<file path="config.mk">
export PLATFORM = sky130hd
export DESIGN_NAME = fetch_ctrl_flat
export DESIGN_NICKNAME = d
export VERILOG_FILES = /design/src/rtl/fetch_ctrl_pkg.sv /design/src/rtl/fetch_ctrl_if.sv /design/src/rtl/fetch_ctrl_queue.sv /design/src/rtl/fetch_ctrl.sv /design/src/flat_wrapper.sv
export SDC_FILE = /design/constraint.sdc
export NUM_CORES = 1
export LEC_CHECK = 0
export ABC_AREA = 1
export CORE_MARGIN = 4
export CORE_UTILIZATION = 45
export CTS_CLUSTER_DIAMETER = 60
export DETAILED_ROUTE_END_ITERATION = 10
export GPL_TIMING_DRIVEN = 0
export PLACE_DENSITY = 0.86
export REMOVE_ABC_BUFFERS = 1
export SYNTH_ARGS = -nofsm -noshare
export SYNTH_HDL_FRONTEND = slang
export SYNTH_HIERARCHICAL = 1
export SYNTH_SLANG_ARGS = --single-unit
</file>
<file path="constraint.sdc">
create_clock -name CLK -period 4.8 [get_ports CLK]
set_input_delay 0.48 -clock CLK [delete_from_list [all_inputs] [get_ports CLK]]
set_output_delay 0.48 -clock CLK [all_outputs]
set_load 0.02 [all_outputs]
</file>
<file path="src/rtl/fetch_ctrl_pkg.sv">
// Shared widths, the prefetch entry type and the fetch-address legality check
// used by the instruction-fetch sequencer.
package fetch_ctrl_pkg;

    localparam int INS_W         = 32;
    localparam int ADDR_W        = 32;
    localparam int INS_BYTES     = 4;
    localparam int MEM_BYTES_DEF = 400;

    localparam logic [INS_W-1:0] NOP = 32'h0000_0000;

    typedef struct packed {
        logic [ADDR_W-1:0] pc;
        logic [INS_W-1:0]  ins;
    } fetch_entry_t;

    // A fetch address is usable only if word aligned and the whole word lies inside memory.
    function automatic logic pc_legal(input logic [ADDR_W-1:0] pc,
                                      input logic [ADDR_W-1:0] last_pc);
        return (pc[1:0] == 2'b00) && (pc <= last_pc);
    endfunction

endpackage

</file>
<file path="src/rtl/fetch_ctrl_if.sv">
// Memory-address and decode-handshake bundle between the fetch sequencer (master)
// and the memory/decode side (slave).
interface fetch_ctrl_if;
    import fetch_ctrl_pkg::*;

    logic [ADDR_W-1:0] MEM_ADDR;
    logic [INS_W-1:0]  MEM_INS;
    logic              REDIRECT;
    logic [ADDR_W-1:0] REDIRECT_PC;
    logic              OUT_VALID;
    logic              OUT_READY;
    logic [INS_W-1:0]  OUT_INS;
    logic [ADDR_W-1:0] OUT_PC;

    modport master (
        output MEM_ADDR,
        input  MEM_INS,
        input  REDIRECT,
        input  REDIRECT_PC,
        output OUT_VALID,
        input  OUT_READY,
        output OUT_INS,
        output OUT_PC
    );

    modport slave (
        input  MEM_ADDR,
        output MEM_INS,
        output REDIRECT,
        output REDIRECT_PC,
        input  OUT_VALID,
        output OUT_READY,
        input  OUT_INS,
        input  OUT_PC
    );

endinterface

</file>
<file path="src/rtl/fetch_ctrl_queue.sv">
// Prefetch FIFO of {PC, INS} entries; flush wins over push, and a pop on a full
// queue frees its slot for a push in the same cycle.
module fetch_ctrl_queue
    import fetch_ctrl_pkg::*;
#(
    parameter int DEPTH = 2
) (
    input  logic         clk,
    input  logic         rst_n,
    input  logic         push,
    input  logic         pop,
    input  logic         flush,
    input  fetch_entry_t din,
    output logic         full,
    output logic         empty,
    output fetch_entry_t head
);

    localparam int PTR_W = $clog2(DEPTH);
    localparam int CNT_W = PTR_W + 1;

    logic [PTR_W-1:0] rd_ptr_q, rd_ptr_d;
    logic [PTR_W-1:0] wr_ptr_q, wr_ptr_d;
    logic [CNT_W-1:0] count_q, count_d;
    fetch_entry_t     slot_q [DEPTH];

    logic do_push;
    logic do_pop;

    assign empty   = (count_q == '0);
    assign full    = (count_q == CNT_W'(DEPTH));
    assign do_push = push && !flush && (!full || pop);
    assign do_pop  = pop && !empty;

    always_comb begin
        rd_ptr_d = rd_ptr_q;
        wr_ptr_d = wr_ptr_q;
        count_d  = count_q;
        if (flush) begin
            rd_ptr_d = '0;
            wr_ptr_d = '0;
            count_d  = '0;
        end else begin
            if (do_push) wr_ptr_d = wr_ptr_q + 1'b1;
            if (do_pop)  rd_ptr_d = rd_ptr_q + 1'b1;
            count_d = count_q + CNT_W'(do_push) - CNT_W'(do_pop);
        end
    end

    always_ff @(posedge clk) begin
        if (!rst_n) begin
            rd_ptr_q <= '0;
            wr_ptr_q <= '0;
            count_q  <= '0;
        end else begin
            rd_ptr_q <= rd_ptr_d;
            wr_ptr_q <= wr_ptr_d;
            count_q  <= count_d;
        end
    end

    // Payload slots carry no reset; occupancy alone decides what is visible.
    generate
        for (genvar gi = 0; gi < DEPTH; gi++) begin : g_slot
            logic wr_en;
            assign wr_en = do_push && (wr_ptr_q == PTR_W'(gi));
            always_ff @(posedge clk) begin
                if (wr_en) slot_q[gi] <= din;
            end
        end
    endgenerate

    always_comb begin
        head = '{pc: '0, ins: NOP};
        if (!empty) head = slot_q[rd_ptr_q];
    end

endmodule

</file>
<file path="src/rtl/fetch_ctrl.sv">
// Instruction-fetch sequencer: owns the PC, pushes fetched words into the prefetch
// queue, and handles redirects, range/alignment faults and the fetch counter.
module fetch_ctrl
    import fetch_ctrl_pkg::*;
#(
    parameter int               MEM_BYTES = MEM_BYTES_DEF,
    parameter int               DEPTH     = 2,
    parameter logic [ADDR_W-1:0] RESET_PC = '0
) (
    input  logic              CLK,
    input  logic              RST_N,
    input  logic              EN,
    fetch_ctrl_if.master      bus,
    output logic              FAULT,
    output logic [31:0]       FETCH_COUNT
);

    localparam logic [ADDR_W-1:0] LAST_PC = ADDR_W'(MEM_BYTES - INS_BYTES);

    logic [ADDR_W-1:0] pc_q, pc_d;
    logic [31:0]       fetch_count_q, fetch_count_d;
    logic              fault_q, fault_d;

    logic         pc_ok;
    logic         out_valid;
    logic         pop;
    logic         push;
    logic         q_full;
    logic         q_empty;
    fetch_entry_t q_head;
    fetch_entry_t q_din;

    assign pc_ok     = pc_legal(pc_q, LAST_PC);
    assign out_valid = RST_N && !q_empty;
    assign pop       = out_valid && bus.OUT_READY;
    assign push      = EN && !fault_q && !bus.REDIRECT && pc_ok && (!q_full || pop);
    assign q_din     = '{pc: pc_q, ins: bus.MEM_INS};

    // Redirect outranks everything except reset and re-evaluates FAULT from its target.
    always_comb begin
        pc_d          = pc_q;
        fault_d       = fault_q;
        fetch_count_d = fetch_count_q;
        if (bus.REDIRECT) begin
            pc_d    = bus.REDIRECT_PC;
            fault_d = !pc_legal(bus.REDIRECT_PC, LAST_PC);
        end else if (EN && !pc_ok) begin
            fault_d = 1'b1;
        end else if (push) begin
            pc_d          = pc_q + ADDR_W'(INS_BYTES);
            fetch_count_d = fetch_count_q + 32'd1;
        end
    end

    always_ff @(posedge CLK) begin
        if (!RST_N) begin
            pc_q          <= RESET_PC;
            fault_q       <= 1'b0;
            fetch_count_q <= '0;
        end else begin
            pc_q          <= pc_d;
            fault_q       <= fault_d;
            fetch_count_q <= fetch_count_d;
        end
    end

    fetch_ctrl_queue #(
        .DEPTH (DEPTH)
    ) u_queue (
        .clk   (CLK),
        .rst_n (RST_N),
        .push  (push),
        .pop   (pop),
        .flush (bus.REDIRECT),
        .din   (q_din),
        .full  (q_full),
        .empty (q_empty),
        .head  (q_head)
    );

    assign bus.MEM_ADDR  = RST_N ? pc_q : RESET_PC;
    assign bus.OUT_VALID = out_valid;
    assign bus.OUT_INS   = out_valid ? q_head.ins : NOP;
    assign bus.OUT_PC    = out_valid ? q_head.pc : '0;
    assign FAULT         = fault_q;
    assign FETCH_COUNT   = fetch_count_q;

endmodule

</file>
<file path="src/flat_wrapper.sv">
// flat-port wrapper written by rule: the top's interface ports become plain ports
module fetch_ctrl_flat import fetch_ctrl_pkg::*;
#(
    parameter int               MEM_BYTES = MEM_BYTES_DEF,
    parameter int               DEPTH     = 2,
    parameter logic [ADDR_W-1:0] RESET_PC = '0
)
  (CLK, RST_N, EN, FAULT, FETCH_COUNT, bus_MEM_ADDR, bus_MEM_INS, bus_REDIRECT, bus_REDIRECT_PC, bus_OUT_VALID, bus_OUT_READY, bus_OUT_INS, bus_OUT_PC);
  fetch_ctrl_if bus_i ();
  input  logic CLK;
  input  logic RST_N;
  input  logic EN;
  output logic FAULT;
  output logic [31:0] FETCH_COUNT;
  output wire logic [$bits(bus_i.MEM_ADDR)-1:0] bus_MEM_ADDR;
  input wire logic [$bits(bus_i.MEM_INS)-1:0] bus_MEM_INS;
  input wire logic [$bits(bus_i.REDIRECT)-1:0] bus_REDIRECT;
  input wire logic [$bits(bus_i.REDIRECT_PC)-1:0] bus_REDIRECT_PC;
  output wire logic [$bits(bus_i.OUT_VALID)-1:0] bus_OUT_VALID;
  input wire logic [$bits(bus_i.OUT_READY)-1:0] bus_OUT_READY;
  output wire logic [$bits(bus_i.OUT_INS)-1:0] bus_OUT_INS;
  output wire logic [$bits(bus_i.OUT_PC)-1:0] bus_OUT_PC;
  assign bus_MEM_ADDR = bus_i.MEM_ADDR;
  assign bus_i.MEM_INS = bus_MEM_INS;
  assign bus_i.REDIRECT = bus_REDIRECT;
  assign bus_i.REDIRECT_PC = bus_REDIRECT_PC;
  assign bus_OUT_VALID = bus_i.OUT_VALID;
  assign bus_i.OUT_READY = bus_OUT_READY;
  assign bus_OUT_INS = bus_i.OUT_INS;
  assign bus_OUT_PC = bus_i.OUT_PC;
  fetch_ctrl #(.MEM_BYTES(MEM_BYTES), .DEPTH(DEPTH), .RESET_PC(RESET_PC)) u_core (.CLK(CLK), .RST_N(RST_N), .EN(EN), .bus(bus_i), .FAULT(FAULT), .FETCH_COUNT(FETCH_COUNT));
endmodule
</file>
Yosys cells after proc, flatten, opt, wreduce, memory -nomap -nowiden
Memories as Yosys holds them, arrays and structs flattened. A register that Yosys moved wholly into a read port is not among the register bits.
Index checks and enable logic that the tools add are counted.

storage, ports and cells
  register bits after elaboration = 69
  bits in latches = 0
  memory bits (writable) = 128
  ROM bits = 0
  input bits = 69
  memories = 1

memory list
  memory                 words  bits a word  read ports  clocked after memory_dff  write ports  line                    RTL
  u_core.u_queue.slot_q  2      64           1           1                         1            fetch_ctrl_queue.sv:25  fetch_entry_t slot_q [DEPTH];

operators by class
  $add $sub $neg = 6
  $mul = 0
  divide/modulo/power cells = 0
  $lt $le $gt $ge = 2
  eq/ne operators = 2
  shifts and indexed selects = 0
  muxes and demuxes = 18
  bitwise logic cells = 4
  reduce and logical (&&, ||, !) cells = 30

operator list
  operator                                               count
  two-way mux 32 bit                                     6
  two-way mux 64 bit                                     2
  <= comparator 32 x 9 -> 1 bit (second input constant)  2
  OR reduction 64 bit                                    1
  adder 32 x 1 -> 32 bit (second input constant)         1
  adder 32 x 3 -> 32 bit (second input constant)         1
  logical AND 1 bit                                      14
  two-way mux 1 bit                                      10
  logical NOT 1 bit                                      6
  logical NOT 2 bit                                      3
  inverter 1 bit                                         4
  nonzero test 2 bit                                     2
  AND reduction 3 bit                                    1
  adder 1 bit (second input constant)                    2
  adder 2 x 1 -> 2 bit                                   1
  == test 2 bit (second input constant)                  1
  inequality test 2 bit (second input constant)          1
  AND reduction 2 bit                                    1
  OR reduction 2 bit                                     1
  subtractor 2 x 1 -> 2 bit                              1
  logical OR 1 bit                                       1

Logic depth before layout (Yosys ltp)
Gate-level depths: netlist of the first run.

  depth in word-level cells = 13
  gate-level depth with buffers = 22

Cells and area by module
The synthesis of the first run kept the hierarchy.

modules (own cells, without submodules)
  module            instances  cells an instance  area each (µm²)
  fetch_ctrl_queue  1          384                5048.6
  fetch_ctrl        1          791                4470.5

Worst setup path after synthesis of the first run
OpenSTA, ideal clock, no wires.

  kind = reg2reg
  start = register u_core.u_queue.count_q[0]
  end = memory u_core/u_queue/slot_q[0][0] (netlist name) (enable)
  arrival time = 4392 ps
  required time = 4314 ps
  slack = -78 ps
  stages on the path, launching flop included = 14
  path buffers = 1
  period minus slack after synthesis = 4878 ps
  cells stage by stage = dfxtp_1 > nor2_2 > buf_2 > inv_1 > nand2_1 > o21ai_2 > inv_2 > nor2_4 > nand2_2 > inv_1 > inv_1 > nor2_1 > nand2_1 > nor2_1

between the ends
  elaborated cells on any way between the ends = 19

RTL lines
  what                                     line                    RTL
  from (decl)                              fetch_ctrl_queue.sv:24  logic [CNT_W-1:0] count_q, count_d;
  from (signal assigned)                   fetch_ctrl_queue.sv:58  count_q <= count_d;
  logical NOT 2 bit                        fetch_ctrl_queue.sv:30  assign empty = (count_q == '0);
  net u_core.q_empty                       fetch_ctrl.sv:29        logic q_empty;
  logical NOT 1 bit                        fetch_ctrl.sv:34        assign out_valid = RST_N && !q_empty;
  logical AND 1 bit                        fetch_ctrl.sv:34
  logical AND 1 bit                        fetch_ctrl.sv:35        assign pop = out_valid && bus.OUT_READY;
  logical OR 1 bit                         fetch_ctrl.sv:36        assign push = EN && !fault_q && !bus.REDIRECT && pc_ok && (!q_full || pop);
  logical AND 1 bit                        fetch_ctrl.sv:36
  net u_core.push                          fetch_ctrl.sv:27        logic push;
  logical AND 1 bit (2 in a row)           fetch_ctrl_queue.sv:32  assign do_push = push && !flush && (!full || pop);
  logical AND 1 bit                        fetch_ctrl_queue.sv:66  assign wr_en = do_push && (wr_ptr_q == PTR_W'(gi));
  net u_core.u_queue.g_slot[0].wr_en       fetch_ctrl_queue.sv:65  logic wr_en;
  two-way mux 1 bit                        fetch_ctrl_queue.sv:68  if (wr_en) slot_q[gi] <= din;
  two-way mux 1 bit (not written as such)  fetch_ctrl_queue.sv:68
  two-way mux 1 bit (no line)              -
  to (decl)                                fetch_ctrl_queue.sv:25

The timed path passes the listed nets, and every way through them passes these cells.

Final worst setup path of the first run
  start = register u_core.u_queue.count_q[1]
  end = memory u_core/u_queue/slot_q[0][8] (netlist name) (enable)

The elaborated chain is that of the path after synthesis.

==> key figures, run 1 <==
Clock tree
  – Num CTS Buffers: 17
  – Clock slew at reported path FFs: 70 ps
  – # clock sinks: 198
  – Skew-Pair Late Insertion Delay: 440 ps
  – CTS tree: yes
  – Max Root-Sink Buffers: 2
  – H-tree depth: 4
  – Root Buffer: clkbuf_16

Global route
  – Gr usage total: 22.3%
  – Vias in the first global route: 8130
  – GR Overflow Total: 0
  – First-pass GRT wire length: 42100 um
  – Initial antenna violation count: 2
  – Largest net degree at the start of global routing: 65

Worst setup path
  – CP Max Fanout: 36
  – Crit end category: flip-flop
  – CP startpoint kind: flip-flop
  – R2R depth: 15
  – Critical Path RT: 4940 ps
  – CP max-delay cell: o21ai_4
  – Delay of the slowest critical-path stage: 620 ps
  – Worst-path cell chain: nor2_4 > buf_16 > inv_1 > nand2_2 > o21ai_4 > inv_2 > nor2_4 > nand2_2 > inv_1 > inv_1 > nor2_1 > nand2_1 > nor2_4 > buf_12 > buf_12
  – Worst Setup Path Type: reg -> reg
  – Crit path DAT: 4640 ps

Timing
  – Period minus WS final: 4500 ps
  – Total negative slack: 0 ps
  – Post-Route Skew: 14.5 ps
  – Max-slew headroom: 16.1%
  – Max-slew violations: 0
  – # setup viols final: 0
  – RSZ-0062 raised after global routing: no
  – F_max: 222 MHz
  – Worst-margin pin slew: 1260 ps
  – Hold_ws: 493 ps
  – Final Hold Vio Count: 0
  – Fin crit share: 93.8%

Detailed routing
  – DRC errors left: 0
  – WL/cell: 16.6 um
  – Via count: 8568
  – 1st-iter DRT viols: 847
  – DRT Pass-1 Iters: 6
  – Via density: 5.25
  – Routed wire length: 27100 um
  – Antenna-violating nets left: 0

Synthesis
  – YS warnings: 6
  – Yosys top cell by area: edfxtp_1
  – Post-synth top area share: 40.4%
  – Seq/Total Area, Yosys: 55.1%
  – Asr flop ratio synth: 0%
  – Ys flop type: edfxtp_1
  – Area contributors post-synth: edfxtp_1 (40%), dfxtp_1 (15%), nand2_1 (13%), nor2_1 (6.4%), inv_1 (5.8%)
  – Post-synth EDFFs: 128
  – Synth Cell Area: 9520 um^2
  – Synth unique cells: 35
  – Number of synthesized register bits: 198
  – Post-synth top cells: nand2_1 (338), nor2_1 (163), inv_1 (148)
  – Synthesized area per cell: 8.10 um^2
  – Top-count cell post-synth: nand2_1
  – Syn Inst Count: 1175

Placed design
  – DP Area: 11800 um^2
  – Port Buffers: 198
  – Post-DP HPWL: 18400 um
  – Final Wtd Congestion: 0.909
  – Number of instances in the placed design: 1598

Pwr
  – Logic pwr share: 5.8%
  – Pwr per Cell Area: 282 nW/um^2
  – Sw Ratio: 24.1%
  – Leakage: 0.00444 uW
  – Overall Power: 3490 uW
  – Max VDD drop: 0.242 mV
  – Clock network power share: 41.2%
  – Sequential share of power: 53.0%
  – Total internal power: 2640 uW
  – Sw power: 841 uW

Job
  – Max-cap violations: 0

Floorplan
  – IO Count: 199
  – Initial core utilization: 46.4%
  – Die area: 23500 um^2
  – Core area: 20500 um^2
  – Die Height: 153 um
  – DIE WIDTH: 153 um
  – Num rows: 52

Cells and area
  – NumNets Final: 1420
  – Antenna Diode Count: 0
  – Area grow syn2layout: 30.0%
  – Post-route cell area: 12400 um^2
  – Finished Layout Cells: 1631
  – Layout cell share with drive strength beyond 1: 5.07%

Min path
  – Worst Hold Depth: 0
  – Hold crit path type: reg -> reg

Outcome
  – Outcome: completed
-- flip-flops by register name, summed over array words and instances, names as in the netlist, named ones only --
| register | flops |
|---|---|
| u_core/u_queue/rd_ptr_q | 1 |
| u_core/pc_q | 32 |
| u_core/FAULT | 1 |
| u_core/u_queue/slot_q | 128 |
| u_core/FETCH_COUNT | 32 |
| u_core/u_queue/wr_ptr_q | 1 |
| u_core/u_queue/count_q | 2 |
-- routing by layer --
layer | up-vias | wire length (um) | global-route usage, %
met2 | 393 | 13200 | 37.9
li1 | 4099 | - | -
met3 | 61 | 2290 | 5.82
met1 | 4011 | 10800 | 27.4
met5 | - | 27 | 0
met4 | 4 | 779 | 8.33
-- area by class of cell --
type	count	area [um^2]
Fill cell	1695	8120
Sequential cell	198	5250
Inverter	152	573
Multi-Input combinational cell	773	3460
Clock buffer	18	439
Clock inverter	14	170
Tap cell	270	338
Timing Repair Buffer	206	2150
-- cell families after synthesis --
logic type | Yosys count | share of synthesized area, %
xor gates and xnor gates | 17 | 1.56
and+or+nand+nor | 613 | 26.6
AOI/OAI and AO/OA | 139 | 7.43
DFF | 198 | 55.1
buffers and inverters | 205 | 8.90
adders and majority gates | 3 | 0.394
-- path summary, 6_finish.rpt --
check,from,endpoint,slack [ps]
worst max register to register,u_core/u_queue/count_q[1],u_core/u_queue/slot_q[0][8],300
worst max-delay path,u_core/u_queue/count_q[1],u_core/u_queue/slot_q[0][8],300
worst min register to register,u_core/pc_q[27],u_core/u_queue/slot_q[0][59],490
worst min-delay path,u_core/pc_q[27],u_core/u_queue/slot_q[0][59],490
-- power by group through the flow --
stage | logic, uW | clock network [uW] | registers, uW
6_report | 201 | 1440 | 1850
5_1_grt | 219 | 1530 | 1850
4_1_cts | 201 | 1460 | 1850
3_5_place_dp | 199 | 0 | 1890
3_3_place_gp | 189 | 0 | 1880
2_1_floorplan | 74.6 | 0 | 1880
-- critical path: cells and delay by family (launching register included) --
family / cells / cell delay, ps
AND/OR/NAND/NOR: 7 / 1990
buffers and inverters: 7 / 1120
AO/OA/AOI/OAI: 1 / 620
flip-flops: 1 / 420
-- through the flow --
step	setup slack [ps]	util, %
CTS	150	60.4
floorplan	-1900	-
detailed placement	-550	57.4
global route	35.1	60.4
finish	299	60.4
global placement	-7490	56.4
-- what timing repair did --
item                       4_1_cts  5_1_grt
gates resized for setup          1        0
setup buffers                    0        0
gates cloned                     0        1
pin swaps                        0        1
hold buffers                     0        0
setup endpoints to repair       94       94
-- layout by cell type, fill, tap and decap left out, types with 2 or more instances in the layout --
master / Yosys / layout
nand2_1: 338 / 337
clkdlybuf4s50_1: 0 / 196
nor2_1: 163 / 162
inv_1: 148 / 147
edfxtp_1: 128 / 128
a21oi_1: 110 / 110
dfxtp_1: 70 / 69
nand3_1: 69 / 69
o21ai_0: 22 / 22
clkbuf_16: 0 / 17
xor2_1: 11 / 11
nand4_1: 10 / 10
nor2_2: 7 / 6
xnor2_1: 6 / 6
nor3_1: 6 / 6
nor2_4: 3 / 5
buf_12: 0 / 5
clkinv_8: 0 / 4
inv_8: 0 / 4
inv_6: 0 / 4
o21ai_1: 4 / 4
nand2_2: 2 / 3
inv_2: 3 / 3
nand3b_1: 3 / 3
or2_2: 3 / 3
nor4_1: 3 / 3
ha_1: 3 / 3
buf_16: 0 / 3
buf_2: 17 / 2
nor3b_1: 2 / 2
Power figures use the tool's default switching activity.
==> run 2: changes to the inputs <==
--- a/config.mk
+++ b/config.mk
@@ -6,13 +6,14 @@
 export NUM_CORES = 1
 export LEC_CHECK = 0
 export ABC_AREA = 1
-export CORE_MARGIN = 4
+export CORE_MARGIN = 3
 export CORE_UTILIZATION = 45
 export CTS_CLUSTER_DIAMETER = 60
 export DETAILED_ROUTE_END_ITERATION = 10
 export GPL_TIMING_DRIVEN = 0
 export PLACE_DENSITY = 0.86
 export REMOVE_ABC_BUFFERS = 1
+export SKIP_LAST_GASP = 1
 export SYNTH_ARGS = -nofsm -noshare
 export SYNTH_HDL_FRONTEND = slang
 export SYNTH_HIERARCHICAL = 1
==> run 2 against run 1 <==
Compared with the run above:
- cell count about the same
- critical path depth shrank 1
- utilization fell by 0.27 points
- via count down 2.5%
- hold slack better by 8.1 ps
- clock skew decreased by 4.1 ps
- setup slack improved by 110 ps
- global-route usage is 0.57 points lower
- largest cell class unchanged
- maximum frequency rose by 2.6%
==> key figures, run 2 (synthesis gave the netlist of run 1 again) <==
Outcome
  – Outcome: completed

Placed design
  – Port Buffers: 198 (unchanged)
  – Post-DP HPWL: 17500 um (-5.0%)
  – Final Wtd Congestion: 0.929 (+2.2%)
  – DP Area: 11700 um^2 (-0.36%)
  – Number of instances in the placed design: 1597 (-0.063%)

Cells and area
  – Layout cell share with drive strength beyond 1: 4.93% (-0.14 points)
  – Most frequent cells in the layout: nand2_1 (337), clkdlybuf4s50_1 (196), nor2_1 (162), inv_1 (147), edfxtp_1 (128)
  – Finished Layout Cells: 1630 (-0.061%)
  – FILL cells: 1719 (+1.4%)
  – Area grow syn2layout: 29.5%
  – NumNets Final: 1419 (-0.070%)
  – Commonest non-fill, non-tap cell in the layout: nand2_1
  – Max reg flops: 128 (unchanged)
  – Post-route cell area: 12300 um^2 (-0.45%)
  – Antenna Diode Count: 0 (unchanged)
  – Reg with most FFs: u_core/u_queue/slot_q

Worst setup path
  – R2R depth: 14 (-1)
  – Critical Path RT: 4930 ps (about the same)
  – Crit end category: flip-flop
  – RR Startpoint: u_core/u_queue/count_q[1]
  – CP startpoint kind: input port
  – Worst Setup Path Type: in -> reg
  – RR Endpoint: u_core/u_queue/slot_q[0][32]
  – Crit path DAT: 4510 ps (-130 ps)
  – R2r setup slk: 460 ps (+160 ps)
  – CP Max Fanout: 36 (unchanged)

Global route
  – Vias in the first global route: 7821 (-3.8%)
  – M3 GR Usage: 6.43% (+0.61 points)
  – Top Usage Layer GRT: met2
  – M1 GR Usage: 25.4% (-2.0 points)
  – Initial antenna violation count: 2 (unchanged)
  – Met2 usage: 37.7% (-0.11 points)
  – Largest net degree at the start of global routing: 65 (unchanged)
  – GR Overflow Total: 0 (unchanged)
  – First-pass GRT wire length: 39000 um (-7.3%)
  – Gr usage total: 21.7% (-0.57 points)

Min path
  – Worst Hold Depth: 0 (unchanged)
  – Hold crit path type: reg -> reg
  – Hold worst-path end: u_core/u_queue/slot_q[1][59]
  – Hold Path Origin: u_core/pc_q[27]

Timing
  – Worst-margin pin slew: 1210 ps (-50.5 ps)
  – Period minus WS final: 4390 ps (-115 ps)
  – F_max: 228 MHz (+2.6%)
  – # setup viols final: 0 (unchanged)
  – Max-slew violations: 0 (unchanged)
  – Post-Route Skew: 10.4 ps (-4.13 ps)
  – Max-slew headroom: 19.4% (+3.4 points)
  – Fin crit share: 91.4% (-2.4 points)
  – Final Hold Vio Count: 0 (unchanged)
  – RSZ-0062 raised after global routing: no

Pwr
  – Logic pwr share: 5.7% (about the same)
  – Sw Ratio: 23.0% (-1.2 points)
  – Overall Power: 3470 uW (-0.57%)
  – Clock network power share: 41.0% (-0.2 points)
  – Sequential share of power: 53.3% (+0.3 points)
  – Total internal power: 2670 uW (+0.97%)
  – Leakage: 0.00442 uW (-0.54%)
  – Pwr per Cell Area: 281 nW/um^2 (-0.12%)
  – Sw power: 796 uW (-5.4%)
  – Max VDD drop: 0.235 mV (-2.9%)

Clock tree
  – Root Buffer: clkbuf_16
  – CTS tree: yes
  – # clock sinks: 198 (unchanged)
  – Clock slew at reported path FFs: 70 ps (about the same)
  – Max Root-Sink Buffers: 2 (unchanged)
  – CTS Hold Bufs: 0 (unchanged)
  – Num CTS Buffers: 17 (unchanged)
  – H-tree depth: 4 (unchanged)
  – Skew-Pair Late Insertion Delay: 430 ps (about the same)

Detailed routing
  – Via density: 5.13 (-2.4%)
  – Via count: 8358 (-2.5%)
  – Routed wire length: 26000 um (-4.2%)
  – Antenna-violating nets left: 0 (unchanged)
  – DRC errors left: 0 (unchanged)
  – WL/cell: 15.9 um (-4.2%)
  – 1st-iter DRT viols: 729 (-14%)
  – DRT Pass-1 Iters: 5 (-1)

Job
  – Max-cap violations: 0 (unchanged)

Floorplan
  – DIE WIDTH: 151 um (-1.3%)
  – Core area: 20500 um^2 (unchanged)
  – Initial core utilization: 46.4% (unchanged)
  – Die Height: 151 um (-1.3%)
  – Num rows: 52 (unchanged)
  – Die area: 22900 um^2 (-2.6%)
  – IO Count: 199 (unchanged)
==> run 2: changes by cell type in the layout (fill, tap and decap cells not counted), sizes merged <==
cell / change
clkinv: -2
buf: -1
bufinv: +1
inv: +1
==> run 2: power by group through the flow <==
stage,Sequential (uW),Clock [uW],Combinational [uW]
after global routing,1850,1520,214
after floorplan,1880,0,74.6
final,1850,1420,196
after global placement,1880,0,189
after detailed placement,1890,0,196
after CTS,1850,1440,197
==> run 2: metrics by stage <==
stage               hold slack [ps]  worst slack [ps]  setup TNS, ps  utilization, %
global route                    521               112              0            60.1
floorplan                       447             -1900        -160200               -
finish                          501               413              0            60.1
detailed placement              480              -475         -47820            57.1
global placement                460             -7690       -1103890            56.4
CTS                             498               278              0            60.1
==> run 2: critical path: stages <==
cell	delay, ps
buf_2	360
buf_12	260
nand2_2	530
o21ai_4	620
inv_2	90
nor2_4	220
nand2_2	380
inv_1	220
inv_1	50
nor2_1	260
nand2_1	150
nor2_4	340
buf_12	260
buf_12	220
==> run 2: layer usage <==
metal | wire length, um | vias up | part of all wire, %
li1 | - | 4098 | -
met1 | 10000 | 3879 | 39
met2 | 12700 | 333 | 49
met3 | 2670 | 44 | 10
met4 | 495 | 4 | 1.9
met5 | 27 | - | 0.10
==> run 2: worst max path at each step <==
stage,start,to,slack (ps),cells past startpoint
4_1_cts,RST_N,u_core/u_queue/slot_q[0][32],280,14
3_5_place_dp,RST_N,u_core/u_queue/slot_q[0][15],-480,14
6_report,RST_N,u_core/u_queue/slot_q[0][32],410,14
5_1_grt,RST_N,u_core/u_queue/slot_q[1][37],110,12
3_3_place_gp,RST_N,u_core/u_queue/slot_q[0][2],-7690,11
2_1_floorplan,u_core/u_queue/count_q[0],u_core/u_queue/slot_q[0][0],-1900,12
==> run 2: timing repair <==
action                     CTS  global route
pin swaps                    0             1
buffers inserted             0             0
gates cloned                 0             1
setup endpoints to repair   27            91
resized for setup            1             0
==> run 2: area by class of cell <==
class / count / area [um^2] / area share [%]
Clock inverter: 14 / 166 / 1.35
Sequential cell: 198 / 5250 / 42.6
Inverter: 152 / 573 / 4.65
Tap cell: 270 / 338 / 2.74
Clock buffer: 18 / 429 / 3.48
Timing Repair Buffer: 205 / 2110 / 17.1
Multi-Input combinational cell: 773 / 3460 / 28.1
